File: config.mk
export PLATFORM = sky130hd
export DESIGN_NAME = srf02_range_sequencer
export DESIGN_NICKNAME = d
export VERILOG_FILES = /design/src/rtl/srf02_pkg.sv /design/src/rtl/seq_counter.sv /design/src/rtl/srf02_range_sequencer.sv
export SDC_FILE = /design/constraint.sdc
export NUM_CORES = 1
export LEC_CHECK = 0
export ABC_AREA = 1
export CAP_MARGIN = 20
export CORE_ASPECT_RATIO = 1.25
export CORE_MARGIN = 10
export CORE_UTILIZATION = 57
export CTS_CLUSTER_DIAMETER = 150
export CTS_CLUSTER_SIZE = 8
export DETAILED_ROUTE_END_ITERATION = 16
export HOLD_SLACK_MARGIN = 0.15
export PLACE_DENSITY_LB_ADDON = 0.12
export SLEW_MARGIN = 20
export SYNTH_ARGS = -nofsm -noshare
export SYNTH_HDL_FRONTEND = slang
export SYNTH_SLANG_ARGS = --single-unit
File: constraint.sdc
create_clock -name clk -period 2.68 [get_ports clk]
set_input_delay 0.536 -clock clk [delete_from_list [all_inputs] [get_ports clk]]
set_output_delay 0.536 -clock clk [all_outputs]
set_load 0.03 [all_outputs]
File: src/rtl/srf02_pkg.sv
// Shared definitions for the SRF02 ultrasonic range sequencer.
//   - seq_state_t        : sequencer FSM state encoding
//   - SRF02_CMD_RANGE_CM : command byte the write engine sends to register 0
//   - SRF02_NODATA       : value the sensor returns when no echo was seen
//   - ABORT_CYC          : cycles i2c_abort is held after a timeout
//   - GUARD_CYC          : cycles a done level is ignored after a start pulse
//   - cnt_width()        : cycle-counter width for a given parameter set
package srf02_pkg;

   typedef enum logic [2:0] {
      IDLE,
      WR_GO,
      WR_WAIT,
      RANGING,
      RD_GO,
      RD_WAIT,
      HOLDOFF,
      ABORT
   } seq_state_t;

   localparam logic [7:0]  SRF02_CMD_RANGE_CM = 8'h51;
   localparam logic [15:0] SRF02_NODATA       = 16'hFFFF;
   localparam int          ABORT_CYC          = 4;
   localparam int          GUARD_CYC          = 2;

   // One spare bit above the largest threshold so the saturated value is
   // always strictly beyond every compare point.
   function automatic int cnt_width(input int a, input int b, input int c);
      int m;
      m = ABORT_CYC;
      if (a > m) m = a;
      if (b > m) m = b;
      if (c > m) m = c;
      return $clog2(m + 1) + 1;
   endfunction

endpackage

File: src/rtl/seq_counter.sv
// Loadable, saturating up-counter used for both the phase and period timers.
// Ports:
//   i_clk      : system clock
//   i_rst_n    : synchronous active-low reset, clears the count
//   i_load     : load i_load_val this cycle (wins over counting)
//   i_load_val : value to load
//   i_en       : count enable
//   o_count    : current count; sticks at all-ones instead of wrapping
module seq_counter #(
   parameter int W = 8
) (
   input  logic         i_clk,
   input  logic         i_rst_n,
   input  logic         i_load,
   input  logic [W-1:0] i_load_val,
   input  logic         i_en,
   output logic [W-1:0] o_count
);

   logic [W-1:0] r_count;

   always_ff @(posedge i_clk) begin
      if (!i_rst_n) begin
         r_count <= '0;
      end else if (i_load) begin
         r_count <= i_load_val;
      end else if (i_en && (r_count != {W{1'b1}})) begin
         r_count <= r_count + W'(1);
      end
   end

   assign o_count = r_count;

endmodule

File: src/rtl/srf02_range_sequencer.sv
// SRF02 range sequencer: triggers the command-write engine (0x51 to reg 0),
// waits out the ranging time, triggers the range-read engine and publishes
// the result. Supports single-shot (trig) and continuous (enable) operation
// with per-transaction timeouts and sticky error flags.
// Ports:
//   clk, reset           : system clock, synchronous active-low reset
//   enable, trig         : continuous mode level / single-shot pulse
//   wr_start, wr_done    : command-write engine handshake
//   rd_start, rd_done    : range-read engine handshake, rd_data = raw range
//   i2c_abort            : resets both engines (timeout or reset)
//   range, range_valid   : last good range (cm) and its one-cycle strobe
//   busy                 : high whenever not IDLE
//   err_timeout          : sticky, an engine failed to finish in time
//   err_nodata           : sticky, sensor returned the no-echo value
//
// state   | meaning
// IDLE    | waiting for enable or trig
// WR_GO   | one-cycle wr_start pulse, phase and period timers restart
// WR_WAIT | waiting for wr_done (guarded), timeout watched
// RANGING | sensor measuring, wait WAIT_CYC from write-done
// RD_GO   | one-cycle rd_start pulse
// RD_WAIT | waiting for rd_done (guarded), timeout watched
// HOLDOFF | continuous mode, wait for the period to elapse
// ABORT   | i2c_abort held for ABORT_CYC cycles
module srf02_range_sequencer
   import srf02_pkg::*;
#(
   parameter int WAIT_CYC    = 3_500_000,
   parameter int PERIOD_CYC  = 5_000_000,
   parameter int TIMEOUT_CYC = 50_000
) (
   input  logic        clk,
   input  logic        reset,
   input  logic        enable,
   input  logic        trig,
   output logic        wr_start,
   input  logic        wr_done,
   output logic        rd_start,
   input  logic        rd_done,
   input  logic [15:0] rd_data,
   output logic        i2c_abort,
   output logic [15:0] range,
   output logic        range_valid,
   output logic        busy,
   output logic        err_timeout,
   output logic        err_nodata
);

   localparam int CW = cnt_width(WAIT_CYC, PERIOD_CYC, TIMEOUT_CYC);

   localparam logic [CW-1:0] C_ONE       = CW'(1);
   localparam logic [CW-1:0] C_GUARD     = CW'(GUARD_CYC);
   localparam logic [CW-1:0] C_WAIT_END  = CW'(WAIT_CYC - 1);
   localparam logic [CW-1:0] C_PER_END   = CW'(PERIOD_CYC - 1);
   localparam logic [CW-1:0] C_TMO_END   = CW'(TIMEOUT_CYC - 1);
   localparam logic [CW-1:0] C_ABORT_END = CW'(ABORT_CYC - 1);

   seq_state_t    r_state;
   seq_state_t    w_next_state;

   logic [CW-1:0] w_ph_cnt;
   logic [CW-1:0] w_per_cnt;
   logic          w_ph_load;
   logic [CW-1:0] w_ph_load_val;
   logic          w_per_load;

   logic          w_guard_ok;
   logic          w_tmo_hit;
   logic          w_wr_accept;
   logic          w_rd_accept;
   logic          w_rd_good;
   logic          w_set_tmo;
   logic          w_err_clr;

   logic [15:0]   r_range;
   logic          r_range_valid;
   logic          r_err_timeout;
   logic          r_err_nodata;

   assign w_guard_ok = (w_ph_cnt >= C_GUARD);
   assign w_tmo_hit  = (w_ph_cnt >= C_TMO_END);
   assign w_rd_good  = (rd_data != SRF02_NODATA);

   always_comb begin
      w_next_state = r_state;
      w_wr_accept  = 1'b0;
      w_rd_accept  = 1'b0;
      w_set_tmo    = 1'b0;
      w_err_clr    = 1'b0;
      case (r_state)
         IDLE: begin
            if (enable || trig) begin
               w_next_state = WR_GO;
               w_err_clr    = trig;
            end
         end
         WR_GO: begin
            w_next_state = WR_WAIT;
         end
         WR_WAIT: begin
            if (w_guard_ok && wr_done) begin
               w_wr_accept  = 1'b1;
               w_next_state = RANGING;
            end else if (w_tmo_hit) begin
               w_set_tmo    = 1'b1;
               w_next_state = ABORT;
            end
         end
         RANGING: begin
            if (w_ph_cnt >= C_WAIT_END) begin
               w_next_state = RD_GO;
            end
         end
         RD_GO: begin
            w_next_state = RD_WAIT;
         end
         RD_WAIT: begin
            if (w_guard_ok && rd_done) begin
               w_rd_accept  = 1'b1;
               w_next_state = enable ? HOLDOFF : IDLE;
            end else if (w_tmo_hit) begin
               w_set_tmo    = 1'b1;
               w_next_state = ABORT;
            end
         end
         HOLDOFF: begin
            if (!enable) begin
               w_next_state = IDLE;
            end else if (w_per_cnt >= C_PER_END) begin
               w_next_state = WR_GO;
            end
         end
         ABORT: begin
            if (w_ph_cnt >= C_ABORT_END) begin
               w_next_state = IDLE;
            end
         end
         default: begin
            w_next_state = IDLE;
         end
      endcase
   end

   // The phase timer restarts on every state change. Entering RANGING it
   // starts at 1 because the wr_done cycle itself is the first cycle of the
   // ranging wait, so rd_start lands exactly WAIT_CYC cycles after it.
   assign w_ph_load     = (w_next_state != r_state);
   assign w_ph_load_val = w_wr_accept ? C_ONE : '0;

   // Period timer reads k in the k-th cycle after wr_start.
   assign w_per_load = (r_state == WR_GO);

   seq_counter #(.W(CW)) u_phase_cnt (
      .i_clk      (clk),
      .i_rst_n    (reset),
      .i_load     (w_ph_load),
      .i_load_val (w_ph_load_val),
      .i_en       (1'b1),
      .o_count    (w_ph_cnt)
   );

   seq_counter #(.W(CW)) u_period_cnt (
      .i_clk      (clk),
      .i_rst_n    (reset),
      .i_load     (w_per_load),
      .i_load_val (C_ONE),
      .i_en       (1'b1),
      .o_count    (w_per_cnt)
   );

   always_ff @(posedge clk) begin
      if (!reset) begin
         r_state       <= IDLE;
         r_range       <= SRF02_NODATA;
         r_range_valid <= 1'b0;
         r_err_timeout <= 1'b0;
         r_err_nodata  <= 1'b0;
      end else begin
         r_state       <= w_next_state;
         r_range_valid <= w_rd_accept && w_rd_good;
         if (w_rd_accept && w_rd_good) begin
            r_range <= rd_data;
         end
         if (w_err_clr) begin
            r_err_timeout <= 1'b0;
            r_err_nodata  <= 1'b0;
         end
         if (w_set_tmo) begin
            r_err_timeout <= 1'b1;
         end
         if (w_rd_accept && !w_rd_good) begin
            r_err_nodata <= 1'b1;
         end
      end
   end

   assign wr_start    = (r_state == WR_GO);
   assign rd_start    = (r_state == RD_GO);
   assign busy        = (r_state != IDLE);
   // Asserted combinationally during reset so a mid-transaction engine is
   // returned to idle even before the first clock edge of reset.
   assign i2c_abort   = !reset || (r_state == ABORT);
   assign range       = r_range;
   assign range_valid = r_range_valid;
   assign err_timeout = r_err_timeout;
   assign err_nodata  = r_err_nodata;

endmodule

Word-level counts from Yosys, hierarchy flattened
Cells that the tools add are included.
{"block": "classes", "addsub": 2, "n_mul": 0, "div_mod_pow": 0, "magnitude_cmp": 5, "eq_ne": 11, "shifts": 0, "n_mux": 28, "n_bitwise": 1, "reduce_logical": 15}
{"op": "adder 24 x 1 -> 24 bit, second input constant", "n": 2}
{"op": "greater-or-equal comparator 24 x 2 -> 1 bit, second input constant", "n": 2}
{"op": "two-way mux 24 bit", "n": 2}
{"op": "!= test 24 bit, second input constant", "n": 2}
{"op": "two-way mux 3 bit", "n": 9}
{"op": "greater-or-equal comparator 24 x 16 -> 1 bit, second input constant", "n": 1}
{"op": "greater-or-equal comparator 24 x 22 -> 1 bit, second input constant", "n": 1}
{"op": "greater-or-equal comparator 24 x 23 -> 1 bit, second input constant", "n": 1}
{"op": "case mux 3 bit (8 select lines)", "n": 1}
{"op": "!= test 16 bit, second input constant", "n": 1}
{"op": "two-way mux 1 bit", "n": 15}
{"op": "== test 3 bit, second input constant", "n": 4}
{"op": "nonzero test 2 bit", "n": 4}
{"op": "== test 3 x 2 -> 1 bit, second input constant", "n": 2}
{"op": "logical AND 1 bit", "n": 4}
{"op": "== test 3 x 1 -> 1 bit, second input constant", "n": 1}
{"op": "zero test 3 bit", "n": 1}
{"op": "!= test 3 bit", "n": 1}
{"op": "nonzero test 3 bit", "n": 1}
{"op": "zero test 1 bit", "n": 2}
{"op": "logical OR 1 bit", "n": 2}
{"op": "case mux 1 bit (2 select lines)", "n": 1}
{"op": "OR reduction 2 bit", "n": 1}
{"op": "inverter 1 bit", "n": 1}
{"block": "word_totals", "reg_bits": 70, "latchBits": 0, "mem_bits_rw": 0, "rom_bits": 0, "output_inout_bits": 23, "wordCells": 70, "memories": 0}

Longest topological paths before layout
Gate-level depths: netlist of run 1.
{"block": "logic_depth", "word_depth": 6, "mapped_depth": 17, "mapped_depth_nobuf": 17}

Hierarchy
A second synthesis of run 1 with hierarchy kept.
{"block": "hier_totals", "cells_unflattened": 913, "hier_area_um2": 5141.2}
{"mod": "seq_counter", "instances": 2, "cells_each": 312, "area_per_inst_um2": 1766.7, "seq_area_each_um2": 480.5}
{"mod": "srf02_range_sequencer", "instances": 1, "cells_each": 289, "area_per_inst_um2": 1607.8, "seq_area_each_um2": 440.4}

Least setup slack after synthesis of run 1
No wires, ideal clock.
{"block": "synth_path", "kind": "register to register", "start": "register r_state[2]", "end": "register u_phase_cnt.r_count[5], in the netlist u_phase_cnt.o_count[5]", "setup_time_ps": 62, "arrival_ps": 2088, "slack_ps": 530, "stages_incl_launch_ff": 12, "period_less_slack_ps": 2150, "cell_sequence": "dfxtp_1 inv_1 nor3_1 nor2_1 nand3_1 nor2_2 nand3_1 nand2_2 nand2_4 nand3_4 buf_6 nor2_2"}
{"block": "synth_between", "elab_cells_between_ends": 20}
{"item": "start: declaration", "line": "srf02_range_sequencer.sv:58", "source": "seq_state_t r_state;"}
{"item": "start signal: assignment", "line": "srf02_range_sequencer.sv:179", "source": "r_state <= w_next_state;"}
{"item": "== test 3 bit (*)"}
{"item": "net rd_start", "line": "srf02_range_sequencer.sv:38", "source": "output logic rd_start,"}
{"item": "case mux 3 bit (8 select lines) (*)", "line": "srf02_range_sequencer.sv:90", "source": "case (r_state)"}
{"item": "!= test 3 bit (*)", "line": "srf02_range_sequencer.sv:147", "source": "assign w_ph_load = (w_next_state != r_state);"}
{"item": "two-way mux 24 bit / nonzero test 2 bit (equally long branches)"}
{"item": "end signal: assignment", "line": "seq_counter.sv:26", "source": "r_count <= i_load_val;"}
{"item": "end signal: assignment", "line": "seq_counter.sv:28", "source": "r_count <= r_count + W'(1);"}
{"item": "end: declaration", "line": "seq_counter.sv:20", "source": "logic [W-1:0] r_count;"}
Mark *: on every way through the listed nets, which the timed path passes. The rest lies on a longest branch.
A chain may end at the register's enable or synchronous reset.

Final worst setup path of run 1
{"block": "layout_path", "start": "register r_state[2]", "end": "output port rd_start"}
{"block": "layout_between", "elab_chain_cells": 1}
{"item": "== test 3 bit", "line": "srf02_range_sequencer.sv:198", "source": "assign rd_start = (r_state == RD_GO);"}
{"item": "end: declaration", "line": "srf02_range_sequencer.sv:38"}
No other way between the ends.

==> results of run 1 <==
[final cells by class]
class                   instances  area [µm²]  area share
repair buffers                 47       460.4     0.09861
multi-input cells             433        2231      0.4778
clock buffers                  11       151.4     0.03242
clock inverters                 2       10.01    0.002144
inverters                      80       302.8     0.06484
flip-flops and latches         70        1401      0.3001
well taps                      90       112.6     0.02412
[synth_stat cells (5+ instances only)]
cell type and n:
nor3_1 21, nand2_2 7, xnor2_1 6, o21ai_0 20, o211ai_1 8, dfxtp_1 70, nor2_2 20, xor2_1 29
a21oi_1 12, nor4_1 6, nor2_1 80, nand3_1 46, inv_1 72, inv_2 5, nand4_1 22, clkbuf_1 5
nand2_1 133
[worst paths after layout]
check	slack, ns	from	to
max reg2reg	0.32	u_phase_cnt.o_count[1]$_SDFFE_PN0P_	u_phase_cnt.o_count[23]$_SDFFE_PN0P_
min reg2reg	0.46	range[10]$_SDFFE_PN1P_	range[10]$_SDFFE_PN1P_
min	0.46	range[10]$_SDFFE_PN1P_	range[10]$_SDFFE_PN1P_
max	0.11	r_state[2]$_SDFF_PN0_	rd_start
[critical path, delay by kind of cell (launching register included)]
family | cells | cell delay, ns
buffers and inverters | 2 | 0.87
DFF | 1 | 0.49
and+or+nand+nor | 1 | 0.32
[per-layer routing]
metal | GRT usage | wire, µm | vias to the layer above
met3 | 0.03616 | 541 | 37
met1 | 0.2206 | 4203 | 1809
met2 | 0.3546 | 5371 | 121
met4 | 0.1350 | 488 | 0
li1 | - | - | 2004
met5 | 0 | 0 | -
[power groups by stage]
stage	sequential, mW	clock (mW)	combinational, mW
2_1_floorplan	1.10	0	0.247
3_3_place_gp	1.11	0	0.331
3_5_place_dp	1.11	0	0.337
4_1_cts	1.09	0.752	0.338
5_1_grt	1.09	0.796	0.372
6_report	1.09	0.740	0.335
[registers in the layout (all words and copies together) (netlist names)]
| name | flops |
|---|---|
| err_nodata | 1 |
| err_timeout | 1 |
| r_state | 3 |
| range | 16 |
| range_valid | 1 |
| u_period_cnt.o_count | 24 |
| u_phase_cnt.o_count | 24 |
[kinds of logic after synthesis]
| group | Yosys count | share of synthesized area |
|---|---|---|
| AND/OR/NAND/NOR | 347 | 0.4060 |
| buffers and inverters | 89 | 0.08711 |
| flip-flops | 70 | 0.3522 |
| AO/OA/AOI/OAI | 48 | 0.06824 |
| XOR/XNOR | 35 | 0.07704 |
| adder cells (fa/ha/maj) | 3 | 0.009435 |
==> results.cfg, run 1 <==
[layout]
nNetsFinal = 666
final_cell_mix = 133 x nand2_1, 80 x nor2_1, 72 x inv_1
fin_cells = 733
fin_util = 0.6776
drive_above_1_share = 0.09642
n_antenna_cell = 0
fin_area_um2 = 4669
fill_cells = 635
mostFrequentLayoutCell = nand2_1
area_delta_synth_final_pct = 17.36

[detailed_routing]
drt_first_pass_iters = 5
num_vias = 3971
routed_wl_um = 10600
vias_per_cell = 5.417
wire_per_inst_um = 14.47
ant_nets = 0
remaining_drc_errors = 0
detail_route.iter0.violations = 229

[floorplan]
rows = 34
die-area_um2 = 10740
die_x_um = 94.73
start_util = 0.5773
ios = 45
core_area_um2 = 6892
die_y_um = 113.4

[logic_synthesis]
ys.flop_type = dfxtp_1
syn-mean-instance-area_um2 = 6.721
ys_seq_area_frac = 0.3522
syn-num-nets = 617
yosys.area.top_type = dfxtp_1
synth.cell_area_um2 = 3979
synth.distinct_cells = 36
yosysWarnings = 0
synth.area.top_cells = dfxtp_1 35%, nand2_1 13%, nor2_1 7.5%, inv_1 6.8%, xor2_1 6.4%
synth_edf_count = 0
synth_cells = 592
synth-seq-cells = 70
async_flop_share = 0
synth_top_area_share = 0.3522

[power]
p_int_mw = 1.540
total_power_mw = 2.163
power.density_nw_per_um2 = 463.3
p_switching_uw = 623.7
swShare = 0.2883
vdd_drop_max_v = 0.0002569
total_leakage_power_nw = 2.072
p_comb_frac = 0.155
pwr-share-seq = 0.503
clkPwrFrac = 0.342

[job]
drv_cap = 0

[global_route]
grt_start_max_net_pins = 21
grt_usage = 0.2046
grt_pass1_wl_um = 17860
antenna_found_initial = 0
grt_pass1_vias = 3960
grt.overflow.total = 0

[run_status]
outcome = finished clean

[clock_network]
clkSinkCount = 70
clock_latency_ns = 0.35
clockRootBuffer = clkbuf_8
cts_tree = done
postCtsSetupRepairBufs = 0
cts_inserted_buffers = 9
ctsHoldBuffers = 0
cts_resized = 0
clk_pin_slew_ns = 0.07
cts_buffer_depth = 2
cts-htree-levels = 3

[worst_setup_path]
ff2ff_path_depth = 14
start_kind = flop
crit_fanout = 7
path_class = flop to primary output
worst_path_max_delay_cell = clkdlybuf4s50_1
crit_required_ns = 2.14
crit_arrival_ns = 2.03
max_stage_delay_ns = 0.75
crit_path_end_kind = primary output
worstPathCellList = inv_1 -> nor3_1 -> clkdlybuf4s50_1

[sta]
rsz0062_at_grt = no
fin_crit_sh = 0.9573
finClkSkew_ns = 0.009153
report.final.slew_viol_count = 0
whs_ns = 0.4579
slew_headroom = 0.6147
hold_viol_final = 0
finalSetupViolations = 0
clock.fmax_mhz = 389.8
finalSetupTns_ns = 0
setup_ws_ns = 0.1145
min_period_ns = 2.565
worstMarginPinSlew_ns = 0.5727

[placement]
dpl.cell_count = 720
dp_slack_ns = 0.2681
portBuffers = 44
gp_congestion = 0.9375
dp_hpwl_um = 8339
placed_area_um2 = 4508

[worst_hold_path]
holdPathStages = 2
hold_path.class = flop to flop
(Power assumes the default switching activity.)
==> run 2: changes to the inputs <==
==> constraint.sdc (replaced) <==
create_clock -name clk -period 2.68 [get_ports clk]
set_input_delay 0.67 -clock clk [delete_from_list [all_inputs] [get_ports clk]]
set_output_delay 0.67 -clock clk [all_outputs]
set_load 0.03 [all_outputs]
==> results.cfg, run 2 (synthesis gave the netlist of run 1 again) <==
[layout]
area_delta_synth_final_pct = 17.74
final_cell_mix = 133 x nand2_1, 80 x nor2_1, 72 x inv_1
nNetsFinal = 667
fill_cells = 630
fin_area_um2 = 4684
n_antenna_cell = 0
drive_above_1_share = 0.09938
mostFrequentLayoutCell = nand2_1

[detailed_routing]
detail_route.iter0.violations = 227
routed_wl_um = 10340
num_vias = 3968
vias_per_cell = 5.406
ant_nets = 0
remaining_drc_errors = 0
wire_per_inst_um = 14.08
drt_first_pass_iters = 5

[worst_setup_path]
path_delay_family = buffers and inverters
start_kind = flop
rr_startpoint = u_phase_cnt.o_count[1]$_SDFFE_PN0P_
critPathBufInv = 2
rr_endpoint = u_phase_cnt.o_count[23]$_SDFFE_PN0P_
worstPathCellList = inv_2 -> nor3_2 -> clkdlybuf4s50_1
crit_required_ns = 2.01
path_class = flop to primary output
worst_path_max_delay_cell = clkdlybuf4s50_1
crit_path_end_kind = primary output
max_stage_delay_ns = 0.73
crit_fanout = 6
regToRegSetupSlack_ns = 0.24
crit_arrival_ns = 1.91
ff2ff_path_depth = 14

[power]
vdd_drop_max_v = 0.0002788
power.density_nw_per_um2 = 462.5
total_leakage_power_nw = 2.097

[sta]
finalSetupViolations = 0
report.final.slew_viol_count = 0
finalSetupTns_ns = 0
slew_headroom = 0.6434
finClkSkew_ns = 0.01059
clock.fmax_mhz = 388.2
rsz0062_at_grt = no
worstMarginPinSlew_ns = 0.5301
fin_crit_sh = 0.9612
hold_viol_final = 0
min_period_ns = 2.576
whs_ns = 0.4602

[worst_hold_path]
hold_path.class = flop to flop
hold_path_end = range[9]$_SDFFE_PN1P_
hold_start = range[9]$_SDFFE_PN1P_
holdPathStages = 2

[global_route]
antenna_found_initial = 0
grt_usage = 0.1975
grt_pass1_wl_um = 17320
grt_pass1_vias = 3843
grt_start_max_net_pins = 22
grt.overflow.total = 0

[floorplan]
die_y_um = 113.4
rows = 34
die_x_um = 94.73
ios = 45
start_util = 0.5773
die-area_um2 = 10740
core_area_um2 = 6892

[clock_network]
cts_tree = done
clkSinkCount = 70
clock_latency_ns = 0.35
clk_pin_slew_ns = 0.07
cts_buffer_depth = 2
cts_inserted_buffers = 9
ctsHoldBuffers = 0
clockRootBuffer = clkbuf_8
cts-htree-levels = 3

[placement]
portBuffers = 44
gp_congestion = 0.9511
placed_area_um2 = 4516
dp_hpwl_um = 8019

[run_status]
outcome = finished clean

[job]
drv_cap = 0
run 2: final cells by class:
class	instances	area (µm²)	area share
Clock buffer	11	151.4	0.03232
Inverter	80	302.8	0.06464
Sequential cell	70	1401	0.2991
Timing Repair Buffer	48	470.5	0.1004
Clock inverter	2	10.01	0.002137
Multi-Input combinational cell	433	2236	0.4773
Tap cell	90	112.6	0.02404
run 2: worst max path at each step:
stage                                from  cells past startpoint  slack [ns]                              endpoint
floorplan           r_state[2]$_SDFF_PN0_                     11        0.53   u_phase_cnt.o_count[5]$_SDFFE_PN0P_
global placement                   enable                      9        0.24  u_phase_cnt.o_count[14]$_SDFFE_PN0P_
detailed placement                 enable                      9        0.18   u_phase_cnt.o_count[1]$_SDFFE_PN0P_
CTS                 r_state[2]$_SDFF_PN0_                      3        0.03                              rd_start
global route        r_state[0]$_SDFF_PN0_                      3        0.03                              wr_start
finish              r_state[0]$_SDFF_PN0_                      3        0.10                              wr_start
run 2: worst register-to-register path, delay by kind of cell (launching register included):
family                   cells  cell delay (ns)
AND/OR/NAND/NOR             11             1.41
flip-flops                   1             0.45
adder cells (fa/ha/maj)      1             0.25
XOR/XNOR                     1             0.14
buffers and inverters        1             0.09
run 2: through the flow:
step	setup WS, ns	total power, mW	instances	util
2_1_floorplan	0.5296	1.344	592	-
3_3_place_gp	0.2447	1.440	721	0.6552
3_5_place_dp	0.1819	1.447	721	0.6552
4_1_cts	0.02902	2.178	734	0.6786
5_1_grt	0.02923	2.266	734	0.6797
6_report	0.1040	2.167	734	0.6797
run 2: report_power, final:
part / switching [mW] / internal [mW] / leakage, nW
clock network: 0.374 / 0.368 / 0.0869
logic: 0.218 / 0.117 / 1.44
registers: 0.0317 / 1.06 / 0.566
run 2: routing by layer:
layer	wire (µm)	GRT usage
met1	4245	0.2104
met2	5323	0.3532
met3	448	0.04997
met4	320	0.09000
met5	0	0
run 2: repair_timing:
action,4_1_cts,5_1_grt
setup endpoints to repair,0,2
resized for setup,0,2
setup buffers,0,0
hold endpoints to repair,0,0
